--- config.mk ---
export PLATFORM = sky130hd
export DESIGN_NAME = ripple_count_capture
export DESIGN_NICKNAME = d
export VERILOG_FILES = /design/src/rtl/ripple_count_capture_pkg.sv /design/src/rtl/sync_stable_filter.sv /design/src/rtl/ripple_count_capture.sv
export SDC_FILE = /design/constraint.sdc
export NUM_CORES = 1
export LEC_CHECK = 0
export ABC_AREA = 1
export BUFFER_PORTS_ARGS = -buffer_cell sky130_fd_sc_hd__buf_2
export CORE_MARGIN = 2
export CORE_UTILIZATION = 40
export DETAILED_ROUTE_END_ITERATION = 8
export MAX_ROUTING_LAYER = met4
export PLACE_DENSITY = 0.6
export RECOVER_POWER = 100
export SLEW_MARGIN = 20
export SYNTH_ARGS = -nofsm -noshare
export SYNTH_HDL_FRONTEND = slang
export SYNTH_SLANG_ARGS = --single-unit
--- constraint.sdc ---
create_clock -name clk -period 2.75 [get_ports clk]
set_input_delay 0.55 -clock clk [delete_from_list [all_inputs] [get_ports clk]]
set_output_delay 0.55 -clock clk [all_outputs]
set_load 0.05 [all_outputs]
--- src/rtl/ripple_count_capture_pkg.sv ---
// Shared widths and snapshot FSM encoding for the ripple counter capture block.
package ripple_count_capture_pkg;

    localparam int DEF_IN_W       = 3;
    localparam int DEF_EXT_W      = 8;
    localparam int DEF_STABLE_CYC = 2;

    typedef logic snap_state_t;

    localparam snap_state_t ST_IDLE = 1'b0;
    localparam snap_state_t ST_HOLD = 1'b1;

endpackage

--- src/rtl/sync_stable_filter.sv ---
// Two-flop synchronizer for the asynchronous ripple bus followed by a
// stability filter that strobes once when a value has held long enough.
module sync_stable_filter #(
    parameter int IN_W       = 3,
    parameter int STABLE_CYC = 2
) (
    input  logic            clk,
    input  logic            rst,
    input  logic [IN_W-1:0] cnt_in,
    output logic [IN_W-1:0] value,
    output logic            accept
);

    localparam int RUN_W = $clog2(STABLE_CYC + 2);
    localparam logic [RUN_W-1:0] RUN_ACCEPT = RUN_W'(STABLE_CYC);
    localparam logic [RUN_W-1:0] RUN_MAX    = RUN_W'(STABLE_CYC + 1);
    localparam logic [RUN_W-1:0] RUN_ONE    = RUN_W'(1);

    logic [IN_W-1:0]  s1_reg;
    logic [IN_W-1:0]  s2_reg;
    logic             vld1_reg;
    logic             vld2_reg;
    logic [RUN_W-1:0] run_reg;
    logic [RUN_W-1:0] run_next;

    // run_reg is the number of consecutive samples s2 has held its value;
    // the vld flags keep reset contents of the chain from counting as samples.
    always_comb begin
        run_next = run_reg;
        if (!vld1_reg) begin
            run_next = '0;
        end else if (vld2_reg && (s1_reg == s2_reg)) begin
            if (run_reg != RUN_MAX) begin
                run_next = run_reg + 1'b1;
            end
        end else begin
            run_next = RUN_ONE;
        end
    end

    always_ff @(posedge clk or negedge rst) begin
        if (!rst) begin
            s1_reg   <= '0;
            s2_reg   <= '0;
            vld1_reg <= 1'b0;
            vld2_reg <= 1'b0;
            run_reg  <= '0;
        end else begin
            s1_reg   <= cnt_in;
            s2_reg   <= s1_reg;
            vld1_reg <= 1'b1;
            vld2_reg <= vld1_reg;
            run_reg  <= run_next;
        end
    end

    assign value  = s2_reg;
    assign accept = (run_reg == RUN_ACCEPT);

endmodule

--- src/rtl/ripple_count_capture.sv ---
// Extends a filtered ripple-counter value into a wide wrap-tracked total and
// offers a valid/ready snapshot of that total.
module ripple_count_capture
    import ripple_count_capture_pkg::*;
#(
    parameter int IN_W       = DEF_IN_W,
    parameter int EXT_W      = DEF_EXT_W,
    parameter int STABLE_CYC = DEF_STABLE_CYC
) (
    input  logic             clk,
    input  logic             rst,
    input  logic [IN_W-1:0]  cnt_in,
    input  logic             clr,
    input  logic             snap_req,
    input  logic             snap_ready,
    output logic             snap_valid,
    output logic [EXT_W-1:0] snap_data,
    output logic [EXT_W-1:0] count_ext,
    output logic             wrap_pulse,
    output logic             err_skip
);

    localparam logic [IN_W-1:0] DELTA_ONE = IN_W'(1);

    logic [IN_W-1:0]  f_value;
    logic             f_accept;

    logic [IN_W-1:0]  acc_reg;
    logic             first_reg;
    logic [EXT_W-1:0] count_reg;
    logic             err_reg;
    logic             wrap_reg;
    logic [EXT_W-1:0] snap_data_reg;
    snap_state_t      state_reg;
    snap_state_t      state_next;

    logic [IN_W-1:0]  delta;
    logic [EXT_W-1:0] delta_ext;
    logic             step_en;
    logic             capture;

    sync_stable_filter #(
        .IN_W       (IN_W),
        .STABLE_CYC (STABLE_CYC)
    ) u_filter (
        .clk    (clk),
        .rst    (rst),
        .cnt_in (cnt_in),
        .value  (f_value),
        .accept (f_accept)
    );

    // Modular difference at counter width recovers the step across a 7->0 wrap.
    assign delta     = f_value - acc_reg;
    assign delta_ext = {{(EXT_W - IN_W){1'b0}}, delta};
    assign step_en   = f_accept && !first_reg && (delta != '0);

    always_ff @(posedge clk or negedge rst) begin
        if (!rst) begin
            acc_reg   <= '0;
            first_reg <= 1'b1;
            count_reg <= '0;
            err_reg   <= 1'b0;
            wrap_reg  <= 1'b0;
        end else begin
            wrap_reg <= step_en && (delta == DELTA_ONE) && (f_value == '0);
            if (f_accept) begin
                acc_reg   <= f_value;
                first_reg <= 1'b0;
            end
            if (clr) begin
                count_reg <= '0;
                err_reg   <= 1'b0;
            end else if (step_en) begin
                count_reg <= count_reg + delta_ext;
                if (delta > DELTA_ONE) begin
                    err_reg <= 1'b1;
                end
            end
        end
    end

    always_ff @(posedge clk or negedge rst) begin
        if (!rst) begin
            state_reg <= ST_IDLE;
        end else begin
            state_reg <= state_next;
        end
    end

    always_comb begin
        state_next = state_reg;
        if (state_reg == ST_IDLE) begin
            if (snap_req) begin
                state_next = ST_HOLD;
            end
        end else begin
            if (snap_ready) begin
                state_next = ST_IDLE;
            end
        end
    end

    always_comb begin
        snap_valid = (state_reg == ST_HOLD);
        capture    = (state_reg == ST_IDLE) && snap_req;
    end

    always_ff @(posedge clk or negedge rst) begin
        if (!rst) begin
            snap_data_reg <= '0;
        end else if (capture) begin
            snap_data_reg <= count_reg;
        end
    end

    assign snap_data  = snap_data_reg;
    assign count_ext  = count_reg;
    assign wrap_pulse = wrap_reg;
    assign err_skip   = err_reg;

endmodule
==> flow_summary.yaml, run 1 <==
run_status:
  status: "finished with violations"
  violations: "capacitance limit, slew limit"
logic_synthesis:
  synth_top_family_by_area: "simple AND/OR/NAND/NOR gates"
  synth-simple-area-share: 0.239
  synth_area_mm2: 0.00159
  synthTopCellsByCount: "nand2_1 (46), dfrtp_1 (32), inv_1 (24), nand3_1 (15), nor2_1 (15)"
  syn_nets: 196
  synth_compound_area_frac: 0.0568
  synth_mux_area_frac: 0.0142
  yosysWarnings: 0
  synth.avg_cell_area_um2: 8.81
  yosysUniqueCellTypes: 24
  synthXorXnorAreaFrac: 0.0166
  syn-instance-count: 180
  synth_top_cell_by_area: "dfrtp_1"
  synth.most_common_cell: "nand2_1"
  synthAdderAreaFrac: 0.0726
  synth_top_area_frac: 0.505
  yosysSeqAreaShare: 0.522
  synthArstFlopShare: 1.00
  synth_ff_type: "dfrtp_1"
  synth.area.top_cells: "dfrtp_1 (51%), nand2_1 (11%), inv_1 (5.7%)"
  synth_enable_flop_cells: 0
  ys_ff_latch: 33
clock_network:
  cts_resized: 0
  numCtsBuffers: 5
  cts_tree: "done"
  htreeDepth: 2
  clockBufferDepth: 2
  holdBufCountCts: 0
  insertion_delay_ps: 280
  cts_root_buf: "clkbuf_8"
  clock_sinks: 33
  cts_setup_buffers: 0
  path_clk_slew_ps: 60
floorplan:
  dieHeight_um: 67.0
  core-area_mm2: 0.00374
  dieWidth_um: 67.0
  dieArea_mm2: 0.00448
  start_util: 0.423
  rows: 22
  io_pins: 27
timing:
  finalHoldViolations: 0
  period_minus_slack_ps: 2450
  fin_setup_tns_ps: 0
  max_freq_mhz: 408
  rsz0062_at_grt: "false"
  final.period_utilization: 0.891
  slew-limit-headroom: -0.168
  setup_viol: 0
  clock_skew_ps: 3.62
  worst-slew-pin-transition_ps: 1750
  drv_slew: 34
route:
  ant_nets: 0
  first_iter_violations: 43
  routed_wl_mm: 2.93
  drtPass1Iterations: 4
  met3_length_um: 163
  routedWlPerCell_um: 11.3
  viasPerCell: 4.72
  drcViolationCount: 0
  met1_length_mm: 1.40
  vias: 1222
  dr.max_layer_used: "met4"
  met2_length_mm: 1.31
global_routing:
  grt_antenna_before_repair: 0
  grt_max_degree: 34
  gr-total-overflow: 0
  first_global_vias: 1179
  track_usage: 0.165
  grt_pass1_wl_mm: 5.25
worst_setup_path:
  reg2reg_from: "u_filter.value[0]"
  cp-end-kind: "register"
  worstRegToRegCells: 17
  startpoint_type: "register"
  cp.arrival_ps: 2630
  setup.worst_path.end: "count_ext[5]"
  criticalPathCategory: "register to register"
  path_max_fanout: 5
  cp-startpoint: "u_filter.value[0]"
  r2r-end: "count_ext[5]"
  r2r_slack_ps: 300
  crit_required_ps: 2920
place:
  routabilityCongestion: 0.763
  dpl.hpwl_mm: 2.19
  numPortBuffers: 26
layout:
  area_delta_synth_final_pct: 16.1
  nets: 226
  drive_gt1_frac: 0.104
  antennaDiodeCount: 0
power:
  power_density_mw_per_mm2: 604
  leakagePower_nw: 0.907
  total_power_w: 0.00111
  ir_worst_vdd_mv: 0.287
min_path:
  min_path_type: "input port to register"
run:
  maxCapViolations: 1
where the power goes:
group | total (W) | switching [W] | internal (W) | leakage, nW
combinational | 0.000131 | 0.0000892 | 0.0000416 | 0.416
clock | 0.000464 | 0.000169 | 0.000295 | 0.0585
sequential | 0.000517 | 0.0000125 | 0.000504 | 0.433
kinds of logic after synthesis:
kind of cell	Yosys count
other	1
adder cells (fa/ha/maj)	8
buffers and inverters	29
flip-flops	33
multiplexers	2
XOR/XNOR	3
AND/OR/NAND/NOR	86
AO/OA/AOI/OAI	18
placed cells by master, fill, tap and decap left out, drive strengths merged, types with 3 or more instances in the layout:
cell type  synthesis  routed
nand4              4       4
nand2             48      48
o21ai             16      16
nand3             17      17
dfrtp             32      32
inv               25      25
clkbuf             0      27
nor2              16      16
xnor2              3       3
buf                3       6
ha                 6       6
critical path: stages (launching register included):
cell,delay (ps)
dfrtp_1,400
inv_1,80
ha_1,150
inv_1,50
fa_1,380
nand2_1,110
nand2_1,70
nand2_2,80
nand2_1,70
ha_1,330
nand3_1,110
nand3_1,170
nand2_1,100
nand2_1,50
nand2_1,50
nor2_1,40
nand2_1,60
nand2_1,50
area by class of cell:
class                      instances  area, um^2
multi-input combinational        118         634
inverter                          26        97.6
tap                               48        60.1
timing repair buffer              26         105
clock buffer                       7        86.3
clock inverter                     1        30.0
fill                             385        1900
sequential                        33         827
worst min-delay path by stage:
stage	start	end	slack, ps	cells past startpoint
4_1_cts	rst	count_ext[1]	340	1
3_3_place_gp	u_filter.s1_reg[1]	u_filter.value[1]	380	0
3_5_place_dp	u_filter.vld1_reg	u_filter.vld2_reg	380	0
2_1_floorplan	rst	acc_reg[0]	250	0
6_report	cnt_in[0]	u_filter.s1_reg[0]	370	1
5_1_grt	cnt_in[0]	u_filter.s1_reg[0]	360	1
metal layers:
metal / GRT usage / up-vias
met1: 0.200 / 552
met3: 0.0557 / 6
li1: - / 636
met2: 0.251 / 28
met4: 0.0689 / 0
met5: - / -
metrics by stage:
step                      cells  worst slack [ps]  hold WS (ps)  cell area, um^2  utilization
after floorplan             180               533           254             1590            -
after global placement      251               387           378             1750        0.468
after detailed placement    251               302           384             1750        0.468
after CTS                   259               286           343             1870        0.499
after global routing        259              23.1           360             1840        0.492
final                       259               299           370             1840        0.492
Note: power is estimated with default switching activity, not from simulation.
==> run 2: changes to the inputs <==
--- a/config.mk
+++ b/config.mk
@@ -5,13 +5,12 @@
 export SDC_FILE = /design/constraint.sdc
 export NUM_CORES = 1
 export LEC_CHECK = 0
-export ABC_AREA = 1
 export BUFFER_PORTS_ARGS = -buffer_cell sky130_fd_sc_hd__buf_2
 export CORE_MARGIN = 2
-export CORE_UTILIZATION = 40
+export CORE_UTILIZATION = 31
 export DETAILED_ROUTE_END_ITERATION = 8
 export MAX_ROUTING_LAYER = met4
-export PLACE_DENSITY = 0.6
+export PLACE_DENSITY = 0.5
 export RECOVER_POWER = 100
 export SLEW_MARGIN = 20
 export SYNTH_ARGS = -nofsm -noshare
==> run 2 against run 1 <==
The run still ends with capacitance limit, slew limit left. Sequential power barely moved. Total power is 9.0% lower. Die area increased by 19%. Global-route usage fell by 4.7 points. Synthesized cell count decreased by 34%. Via count down 20%. Hold slack improved by 1.3 ps. Highest routed layer unchanged.
==> flow_summary.yaml, run 2 <==
global_routing:
  first_global_vias: 980
  grt_antenna_before_repair: 0
  grt_max_degree: 34
  grt_pass1_wl_mm: 4.55
  gr-total-overflow: 0
  track_usage: 0.118
layout:
  final_common_cell: "dfrtp_1"
  final_cell_mix: "dfrtp_1 (32), clkbuf_1 (23), inv_1 (10), mux2_2 (10), nand2_1 (8)"
  drive_gt1_frac: 0.222
  antennaDiodeCount: 0
  area_delta_synth_final_pct: 18.5
  nets: 168
  final.fill_count: 457
floorplan:
  dieWidth_um: 72.9
  dieHeight_um: 72.9
  core-area_mm2: 0.00466
  rows: 25
  start_util: 0.316
  io_pins: 27
  dieArea_mm2: 0.00531
logic_synthesis:
  synth_compound_area_frac: 0.0859
  synthAdderAreaFrac: 0.0782
  yosysUniqueCellTypes: 30
  synth_top_cell_by_area: "dfrtp_1"
  synthTopCellsByCount: "dfrtp_1 (32), inv_1 (10), mux2_2 (10), nand2_1 (8), o21ai_0 (8)"
  synth-simple-area-share: 0.101
  synth_top_area_frac: 0.544
  syn_nets: 135
  synth_ff_type: "dfrtp_1"
  synth_mux_area_frac: 0.0901
  synth.most_common_cell: "dfrtp_1"
  synth_enable_flop_cells: 0
  synth_top_family_by_area: "simple AND/OR/NAND/NOR gates"
  synthArstFlopShare: 1.00
  ys_ff_latch: 33
  yosysSeqAreaShare: 0.562
  yosysWarnings: 0
  synth_area_mm2: 0.00147
  synth.area.top_cells: "dfrtp_1 (54%), mux2_2 (7.7%), ha_1 (5.1%)"
  synth.avg_cell_area_um2: 12.4
  synthXorXnorAreaFrac: 0.0519
  syn-instance-count: 119
clock_network:
  numCtsBuffers: 5
  insertion_delay_ps: 280
  clockBufferDepth: 2
  clock_sinks: 33
  htreeDepth: 2
  cts_tree: "done"
  cts_root_buf: "clkbuf_8"
  path_clk_slew_ps: 70
  holdBufCountCts: 0
timing:
  rsz0062_at_grt: "false"
  drv_slew: 34
  worst-slew-pin-transition_ps: 1730
  slew-limit-headroom: -0.151
  setup_viol: 0
  finalHoldViolations: 0
  fin_ws_ps: 124
  period_minus_slack_ps: 2630
  max_freq_mhz: 381
  fin_setup_tns_ps: 0
  final.period_utilization: 0.955
  clock_skew_ps: 5.63
place:
  dp_slack_ps: 74.5
  routabilityCongestion: 0.798
  dpl.hpwl_mm: 1.90
  numPortBuffers: 26
power:
  comb_power_share: 0.148
  leakagePower_nw: 0.784
  p_switching_w: 0.000265
  swShare: 0.261
  power.internal_w: 0.000748
  pwr-share-clk: 0.341
  seq_power_share: 0.511
  ir_worst_vdd_mv: 0.156
  power_density_mw_per_mm2: 580
  total_power_w: 0.00101
route:
  ant_nets: 0
  drtPass1Iterations: 4
  vias: 983
  first_iter_violations: 44
  routed_wl_mm: 2.67
  routedWlPerCell_um: 12.9
  viasPerCell: 4.75
  drcViolationCount: 0
worst_setup_path:
  cpPeakStageDelay_ps: 470
  criticalPathCategory: "register to register"
  cp.arrival_ps: 2840
  startpoint_type: "register"
  crit_required_ps: 2960
  crit_family: "adder cells"
  cp-end-kind: "register"
  crit_path_frequent_cell: "inv_1"
  path_max_fanout: 4
  slowest_stage: "or4_1"
  critPathBufInv: 2
  crit_chain: "inv_1, ha_1, inv_1, fa_1, xnor3_2, ha_4, nor2b_1, o21ai_2, or4_1, a21oi_1"
run_status:
  violations: "capacitance limit, slew limit"
  status: "finished with violations"
min_path:
  min_path_type: "input port to register"
run:
  maxCapViolations: 1
[run 2: cells by family (layout without fill, tap and decap cells)]
| family | count (synthesis) | in the layout |
|---|---|---|
| AO/OA/AOI/OAI | 20 | 20 |
| XOR/XNOR | 7 | 7 |
| adder cells (fa/ha/maj) | 8 | 8 |
| buffers and inverters | 11 | 45 |
| flip-flops | 33 | 33 |
| multiplexers | 12 | 12 |
| other | 1 | 1 |
| AND/OR/NAND/NOR | 27 | 27 |
[run 2: layer usage]
| layer | GRT usage | share of wire | up-vias |
|---|---|---|---|
| li1 | - | - | 472 |
| met1 | 0.146 | 0.46 | 487 |
| met2 | 0.176 | 0.48 | 18 |
| met3 | 0.0414 | 0.037 | 6 |
| met4 | 0.0494 | 0.018 | 0 |
| met5 | - | 0 | - |
[run 2: power by group through the flow]
| stage | Clock [W] | Sequential, W | Combinational [W] |
|---|---|---|---|
| floorplan | 0 | 0.000534 | 0.0000973 |
| CTS | 0.000360 | 0.000517 | 0.000150 |
| global route | 0.000383 | 0.000520 | 0.000170 |
| global placement | 0 | 0.000525 | 0.000147 |
| finish | 0.000346 | 0.000517 | 0.000150 |
| detailed placement | 0 | 0.000526 | 0.000150 |
[run 2: stage by stage]
step | area, um^2 | hold slack (ps) | util | cells
floorplan | 1470 | 254 | - | 119
global placement | 1670 | 377 | 0.359 | 199
detailed placement | 1670 | 385 | 0.359 | 199
CTS | 1750 | 348 | 0.376 | 207
global route | 1740 | 360 | 0.374 | 207
finish | 1740 | 372 | 0.374 | 207
[run 2: final cells by class]
type                       instances  area [um^2]  area share
sequential                        33          827       0.474
multi-input combinational         75          619       0.355
timing repair buffer              27          113      0.0646
clock buffer                       8         80.1      0.0459
tap                               54         67.6      0.0387
inverter                          10         37.5      0.0215
[run 2: what timing repair did]
item / in CTS / in global routing
endpoints found under the hold margin: 0 / 0
gates resized for setup: 0 / 5
setup endpoints to repair: 0 / 3
setup buffers: 0 / 0
[run 2: path summary, 6_finish.rpt]
kind / start / endpoint / slack [ps] / cells past startpoint
worst min register to register: u_filter.s1_reg[2] / u_filter.value[2] / 390 / 0
worst max-delay path: u_filter.value[0] / count_ext[6] / 120 / 10
min in group asynchronous: rst / snap_data[5] / 710 / 1
worst max register to register: u_filter.value[0] / count_ext[6] / 120 / 10
max in group asynchronous: rst / u_filter.value[0] / 1030 / 1
worst min-delay path: cnt_in[1] / u_filter.s1_reg[1] / 370 / 1
[run 2: worst register-to-register path: stages, from the launching register on]
cell and delay (ps):
dfrtp_1 400, inv_1 70, ha_1 140, inv_1 50
fa_1 410, xnor3_2 300, ha_4 300, nor2b_1 180
o21ai_2 90, or4_1 470, a21oi_1 150
==> run 3: changes to the inputs <==
--- a/config.mk
+++ b/config.mk
@@ -7,12 +7,14 @@
 export LEC_CHECK = 0
 export BUFFER_PORTS_ARGS = -buffer_cell sky130_fd_sc_hd__buf_2
 export CORE_MARGIN = 2
-export CORE_UTILIZATION = 31
+export CORE_UTILIZATION = 40
+export CTS_BUF_LIST = sky130_fd_sc_hd__clkbuf_8
 export DETAILED_ROUTE_END_ITERATION = 8
 export MAX_ROUTING_LAYER = met4
-export PLACE_DENSITY = 0.5
+export PLACE_DENSITY = 0.61
 export RECOVER_POWER = 100
 export SLEW_MARGIN = 20
 export SYNTH_ARGS = -nofsm -noshare
 export SYNTH_HDL_FRONTEND = slang
 export SYNTH_SLANG_ARGS = --single-unit
+export TNS_END_PERCENT = 1
==> run 3 against run 2 <==
The flow still finishes with violations (capacitance limit, slew limit). Critical path type unchanged. Final area grew 0.79%. Flip-flop and latch count unchanged. Clock skew down 2.3 ps. Clock power up 2%. Non-clock buffer count rose by 1. Largest cell class unchanged. Maximum frequency hardly changed. Via count is 3.6% lower. Combinational power increased by 9%. Final cell count down 2.4%. Core utilization grew 11 points.
==> flow_summary.yaml, run 3 (synthesized netlist as in run 2, its figures left out) <==
clock_network:
  cts_tree: "done"
  holdBufCountCts: 0
  insertion_delay_ps: 290
  numCtsBuffers: 5
  cts_root_buf: "clkbuf_8"
  path_clk_slew_ps: 70
  clock_sinks: 33
  clockBufferDepth: 2
  htreeDepth: 2
worst_setup_path:
  crit_path_frequent_cell: "inv_1"
  r2r_slack_ps: 120
  startpoint_type: "register"
  crit_required_ps: 2970
  cp.arrival_ps: 2840
  worstRegToRegCells: 10
  crit_family: "adder cells"
  path_max_fanout: 4
  crit_chain: "inv_1, ha_1, inv_1, fa_1, xnor3_2, ha_4, nor2b_1, o21ai_1, or4_1, a21oi_2"
  worst-path-stages: 10
  slowest_stage: "or4_1"
  cpPeakStageDelay_ps: 500
  cp-end-kind: "register"
  reg2reg_from: "u_filter.value[0]"
  criticalPathCategory: "register to register"
  critPathBufInv: 2
  r2r-end: "count_ext[6]"
power:
  comb_power_share: 0.157
  pwr-share-clk: 0.342
  power_density_mw_per_mm2: 588
  ir_worst_vdd_mv: 0.318
  leakagePower_nw: 0.798
  power.internal_w: 0.000748
  p_switching_w: 0.000284
  seq_power_share: 0.500
  swShare: 0.275
route:
  first_iter_violations: 22
  routedWlPerCell_um: 12.5
  ant_nets: 0
  drcViolationCount: 0
  viasPerCell: 4.69
  routed_wl_mm: 2.53
  drtPass1Iterations: 4
  vias: 948
floorplan:
  rows: 22
  dieArea_mm2: 0.00418
  core-area_mm2: 0.00361
  dieHeight_um: 64.7
  dieWidth_um: 64.7
  io_pins: 27
  start_util: 0.408
min_path:
  min_path_type: "input port to register"
  hp-start: "cnt_in[0]"
  hold_end: "u_filter.s1_reg[0]"
  min_path_cells: 1
timing:
  period_minus_slack_ps: 2630
  drv_slew: 34
  final.period_utilization: 0.956
  rsz0062_at_grt: "true"
  worst-slew-pin-transition_ps: 1740
  finalHoldWorstSlack_ps: 364
  finalHoldViolations: 0
  fin_setup_tns_ps: 0
  max_freq_mhz: 380
  slew-limit-headroom: -0.163
  clock_skew_ps: 3.38
  setup_viol: 0
  fin_ws_ps: 121
global_routing:
  track_usage: 0.146
  first_global_vias: 960
  grt_pass1_wl_mm: 4.36
  gr-total-overflow: 0
  grt_max_degree: 34
  grt_antenna_before_repair: 0
run:
  maxCapViolations: 1
place:
  dp_slack_ps: 88.1
  routabilityCongestion: 0.828
  dp_cells: 193
  dpl.hpwl_mm: 1.81
  dpl_cell_area_mm2: 0.00167
  numPortBuffers: 26
layout:
  area_delta_synth_final_pct: 19.5
  final_common_cell: "dfrtp_1"
  final_cells: 202
  drive_gt1_frac: 0.247
  design_area_mm2: 0.00176
  final_cell_mix: "dfrtp_1 (32), clkbuf_1 (19), inv_1 (10), mux2_2 (10), nand2_1 (8)"
  antennaDiodeCount: 0
  nets: 169
  final.fill_count: 329
run_status:
  violations: "capacitance limit, slew limit"
  status: "finished with violations"
-- run 3: how the worst max path moves through the flow --
| stage | slack [ps] | endpoint | start |
|---|---|---|---|
| 2_1_floorplan | 120 | count_ext[6] | u_filter.value[0] |
| 3_3_place_gp | 160 | count_ext[6] | u_filter.value[0] |
| 3_5_place_dp | 90 | count_ext[6] | u_filter.value[0] |
| 4_1_cts | 50 | count_ext[6] | u_filter.value[0] |
| 5_1_grt | -20 | count_ext[6] | u_filter.value[0] |
| 6_report | 120 | count_ext[6] | u_filter.value[0] |
-- run 3: power by group through the flow --
| stage | combinational [W] | sequential [W] | clock [W] |
|---|---|---|---|
| 2_1_floorplan | 0.0000973 | 0.000534 | 0 |
| 3_3_place_gp | 0.000143 | 0.000525 | 0 |
| 3_5_place_dp | 0.000147 | 0.000526 | 0 |
| 4_1_cts | 0.000148 | 0.000517 | 0.000365 |
| 5_1_grt | 0.000180 | 0.000519 | 0.000393 |
| 6_report | 0.000163 | 0.000517 | 0.000353 |
-- run 3: repair_timing --
item,4_1_cts,5_1_grt
endpoints found under the setup margin,0,4
resized for setup,0,4
buffers inserted,0,1
hold endpoints to repair,0,0
-- run 3: final cells by class --
class	instances	area (um^2)	area share
sequential	33	827	0.470
clock buffer	5	68.8	0.0391
tap	48	60.1	0.0342
timing repair buffer	28	121	0.0690
inverter	10	37.5	0.0214
multi-input combinational	75	626	0.356
clock inverter	3	17.5	0.00996
-- run 3: layer usage --
metal / track usage / routed length [um] / vias to the layer above
met5: - / 0 / -
met1: 0.172 / 1220 / 438
li1: - / - / 477
met3: 0.0503 / 146 / 8
met2: 0.219 / 1090 / 25
met4: 0.0798 / 82 / 0
-- run 3: stage by stage --
step	total power, W	util
2_1_floorplan	0.000631	-
3_3_place_gp	0.000668	0.462
3_5_place_dp	0.000674	0.462
4_1_cts	0.00103	0.486
5_1_grt	0.00109	0.488
6_report	0.00103	0.488
-- run 3: worst register-to-register path, cell delays in order, from the launching register on --
cell and delay, ps:
dfrtp_1 410, inv_1 70, ha_1 130, inv_1 50, fa_1 400, xnor3_2 320
ha_4 310, nor2b_1 120, o21ai_1 100, or4_1 500, a21oi_2 150
